### src/rtl/bump_recovery_sequencer.sv
// bump_recovery_sequencer: two-wheel drive sequencer with bumper-triggered stop/back/turn/settle recovery
module bump_recovery_sequencer #(
  parameter int TICK_DIV = 12000,
  parameter logic [7:0] FWD_DUTY = 8'd128,
  parameter logic [7:0] BACK_DUTY = 8'd96,
  parameter logic [7:0] TURN_DUTY = 8'd96,
  parameter int STOP_MS = 100,
  parameter int BACK_MS = 500,
  parameter int TURN_MS = 400
) (
  input  logic       sysclk,
  input  logic       rst,
  input  logic       start,
  input  logic [5:0] bmp,
  output logic [7:0] duty_l,
  output logic [7:0] duty_r,
  output logic       dir_l,
  output logic       dir_r,
  output logic       nslp_l,
  output logic       nslp_r,
  output logic [2:0] state,
  output logic [1:0] bump_side
);
  localparam int MAX_MS = STOP_MS > BACK_MS ? (STOP_MS > TURN_MS ? STOP_MS : TURN_MS)
                                            : (BACK_MS > TURN_MS ? BACK_MS : TURN_MS);
  localparam int PW = TICK_DIV > 1 ? $clog2(TICK_DIV) : 1;
  localparam int MW = $clog2(2 * MAX_MS + 1);
  typedef enum logic [2:0] {IDLE, FORWARD, STOP1, BACKUP, TURN, STOP2} st_t;
  st_t st;
  logic [2:0] start_s;
  logic [5:0] bmp_a, bmp_b;
  logic [PW-1:0] pre;
  logic [MW-1:0] ms;
  logic start_edge, bump, tick, done, turn_left;
  logic [1:0] side;
  assign start_edge = start_s[1] & ~start_s[2];
  assign bump = ~&bmp_b;
  assign side = {~&bmp_b[5:3], ~&bmp_b[2:0]};
  assign tick = pre == PW'(TICK_DIV - 1);
  assign done = tick && ms == MW'(1);
  assign turn_left = bump_side != 2'b10;
  assign state = st;
  always_ff @(posedge sysclk or negedge rst) begin
    if (!rst) begin
      st <= IDLE;
      duty_l <= '0;
      duty_r <= '0;
      dir_l <= 1'b0;
      dir_r <= 1'b0;
      nslp_l <= 1'b0;
      nslp_r <= 1'b0;
      bump_side <= 2'b00;
      pre <= '0;
      ms <= '0;
      start_s <= '1;
      bmp_a <= '1;
      bmp_b <= '1;
    end else begin
      start_s <= {start_s[1:0], start};
      bmp_a <= bmp;
      bmp_b <= bmp_a;
      pre <= tick ? '0 : pre + PW'(1);
      if (tick && ms != '0) ms <= ms - MW'(1);
      if (st != IDLE && start_edge) begin
        st <= IDLE;
        duty_l <= '0;
        duty_r <= '0;
        dir_l <= 1'b0;
        dir_r <= 1'b0;
        nslp_l <= 1'b0;
        nslp_r <= 1'b0;
        pre <= '0;
        ms <= '0;
      end else begin
        case (st)
          IDLE: if (start_edge) begin
            st <= FORWARD;
            duty_l <= FWD_DUTY;
            duty_r <= FWD_DUTY;
            dir_l <= 1'b0;
            dir_r <= 1'b0;
            nslp_l <= 1'b1;
            nslp_r <= 1'b1;
          end
          FORWARD: if (bump) begin
            st <= STOP1;
            bump_side <= side;
            duty_l <= '0;
            duty_r <= '0;
            pre <= '0;
            ms <= MW'(STOP_MS);
          end
          STOP1: if (done) begin
            st <= BACKUP;
            duty_l <= BACK_DUTY;
            duty_r <= BACK_DUTY;
            dir_l <= 1'b1;
            dir_r <= 1'b1;
            pre <= '0;
            ms <= MW'(BACK_MS);
          end
          BACKUP: if (done) begin
            st <= TURN;
            duty_l <= TURN_DUTY;
            duty_r <= TURN_DUTY;
            dir_l <= turn_left;
            dir_r <= ~turn_left;
            pre <= '0;
            ms <= bump_side == 2'b11 ? MW'(2 * TURN_MS) : MW'(TURN_MS);
          end
          TURN: if (done) begin
            st <= STOP2;
            duty_l <= '0;
            duty_r <= '0;
            pre <= '0;
            ms <= MW'(STOP_MS);
          end
          STOP2: if (done) begin
            st <= FORWARD;
            duty_l <= FWD_DUTY;
            duty_r <= FWD_DUTY;
            dir_l <= 1'b0;
            dir_r <= 1'b0;
          end
          default: st <= IDLE;
        endcase
      end
    end
  end
endmodule

### config.mk
export PLATFORM = sky130hd
export DESIGN_NAME = bump_recovery_sequencer
export DESIGN_NICKNAME = d
export VERILOG_FILES = /design/src/rtl/bump_recovery_sequencer.sv
export SDC_FILE = /design/constraint.sdc
export NUM_CORES = 1
export LEC_CHECK = 0
export ABC_AREA = 1
export BUFFER_PORTS_ARGS = -buffer_cell sky130_fd_sc_hd__buf_2
export CAP_MARGIN = 20
export CORE_MARGIN = 5
export CORE_UTILIZATION = 25
export DETAILED_ROUTE_END_ITERATION = 8
export MAX_ROUTING_LAYER = met4
export PLACE_DENSITY = 0.5
export SLEW_MARGIN = 15
export SYNTH_ARGS = -nofsm -noshare
export SYNTH_HDL_FRONTEND = slang
export SYNTH_SLANG_ARGS = --single-unit
### constraint.sdc
create_clock -name sysclk -period 4.12 [get_ports sysclk]
set_input_delay 0.824 -clock sysclk [delete_from_list [all_inputs] [get_ports sysclk]]
set_output_delay 0.824 -clock sysclk [all_outputs]
set_load 0.05 [all_outputs]
==> results.ini <==
[grt]
antenna_found_initial = 0
gr-total-overflow = 0
grt_pass1_vias = 2311
grt_max_degree = 33
grt_pass1_wl_um = 10800
grt_usage = 0.0934

[routing]
highest_layer = met4
wl_per_cell_um = 10.9
wl_um = 6210
drt-met1-wl_um = 3000
drc = 0
firstDrtPassIters = 5
vias_per_cell = 4.15
drtAntennaViolNets = 0
drt_iter0_drc = 162
dr_wl_met3_um = 249
wl_met2_um = 2900
vias = 2359

[timing]
rsz0062_at_grt = no
final.setup.worst_slack_ps = 2180
clock.fmax_mhz = 515
finalHoldViolations = 0
finalCritPeriodShare = 0.472
tightest_slew_ps = 714
drv_slew = 0
setup_viol = 0
clock_skew_ps = 6.18
setup_tns_ps = 0
whs_ps = 356
period_minus_slack_ps = 1940
slew_headroom = 0.524

[floorplan]
dieWidth_um = 121
start_util = 0.254
coreArea_um2 = 12000
num_rows = 40
die_area_um2 = 14500
die_y_um = 121
io_pins = 34

[placed_design]
gp_congestion = 0.842
dpl.hpwl_um = 5030
pre_cts_ws_ps = 2240
place_inst = 561
port_buffers = 23
place_area_um2 = 3270

[clock_tree]
clk_path_buf_depth = 2
post_cts_hold_buffer_count = 0
htreeDepth = 2
ctsResizeCount = 0
numCtsBuffers = 5
cts_root_buf = clkbuf_16
post-cts-setup-buffers = 0
cts_tree = built
clock_latency_ps = 290
path_clk_slew_ps = 70
clock-sinks = 49

[run]
maxCapViolCount = 0

[worst_setup_path]
endpoint_kind = output port
cp.arrival_ps = 1120
critPathMaxStageDelay_ps = 510
start_kind = flop
path_delay_family = flip-flops
crit_slowest_cell = dfrtp_1
critPathMaxFanout = 8
worstPathCellList = buf_2
crit_buf_inv = 1
cp.required_ps = 3300
critical_path_class = reg2out

[layout]
drive_gt1_frac = 0.242
n_antenna_cell = 0
fin_area_um2 = 3440
nets = 434
fillers = 1321
syn_to_final_growth_pct = 12.5
layout_common_cells = 96 x nand2_1, 57 x nor2_1, 42 x inv_1
final_cells = 569
final_common_cell = nand2_1
postLayoutCoreUtil = 0.286

[synthesis]
synth_area_um2 = 3050
ys_seq_area_frac = 0.408
ys_warn_count = 0
ys_ff_latch = 49
avgSynthCellArea_um2 = 7.67
ys_types = 35
syn_inst = 398

[power_and_ir_drop]
p_leak_nw = 1.73
vdd_drop_max_v = 0.000293
p_total_mw = 2.43
power.density_nw_per_um2 = 708

[run_status]
status = complete, no violations

[min_path]
hp-class = reg2reg

## cells in the mapped netlist, drive strengths merged
cell type	instances	area share
dfstp	15	0.13
buf	16	0.041
or2	1	0.0021
nor2	78	0.14
xor2	13	0.037
o21bai	1	0.0037
xnor2	1	0.0029
nand3	32	0.059
nor4	1	0.0021
dfrtp	34	0.28
clkbuf	1	0.0012
nand4	5	0.010
nand2	109	0.15
mux2	1	0.0037
a21oi	11	0.018
ha	4	0.016
nor3b	1	0.0025
o21ai	9	0.016
nor3	5	0.0098
inv	56	0.071
clkinv	2	0.0025
conb	1	0.0012
and3	1	0.0021
## cell families after synthesis
family,Yosys count,share of synthesized area
other cells,1,0.00123
fa+ha+maj,4,0.0164
flops,49,0.408
buf+inv,75,0.116
xor+xnor,14,0.0402
mux,1,0.00369
compound gates,21,0.0377
simple gates,233,0.377
## area by class of cell
cell class | count | area, um2 | share of cell area
clock inverter | 1 | 6.26 | 0.00182
inverter | 58 | 225 | 0.0655
tap | 147 | 184 | 0.0535
sequential | 49 | 1240 | 0.362
multi-input combinational | 283 | 1490 | 0.433
timing repair buffer | 24 | 123 | 0.0357
clock buffer | 7 | 164 | 0.0477
## per-layer routing
layer  global-route usage  vias up
met5                    -        -
met4               0.0248        0
met2                0.148       37
li1                     -     1253
met1                0.122     1063
met3               0.0196        6
## path summary, 6_finish.rpt
path	to	from	cells past startpoint	slack, ps
hold reg to reg	bmp_b[2]	bmp_a[2]	0	360
min in group asynchronous	dir_r	rst	1	590
max in group asynchronous	bmp_b[1]	rst	2	2760
setup / recovery	state[0]	state[0]	1	2180
hold / removal	bmp_b[2]	bmp_a[2]	0	360
setup reg to reg	state[0]	ms[1]	11	2230
## state kept, by name (all words and copies together), names as in the netlist
signal     flops
bmp_a          6
bmp_b          6
bump_side      2
dir_l          1
dir_r          1
duty_r         2
ms            10
nslp_r         1
pre           14
start_s        3
state          3
## power breakdown
part / internal, mW / switching, mW / total (mW)
logic: 0.376 / 0.933 / 1.31
clock network: 0.279 / 0.174 / 0.453
registers: 0.577 / 0.0934 / 0.671
total: 1.23 / 1.20 / 2.43
## worst reg2reg max path: cells and delay by family, from the launching register on
kind / cells / cell delay (ps)
flip-flops: 1 / 400
buffers and inverters: 1 / 110
AND/OR/NAND/NOR: 9 / 1050
adder cells (fa/ha/maj): 1 / 230
Note: power is estimated with default switching activity, not from simulation.
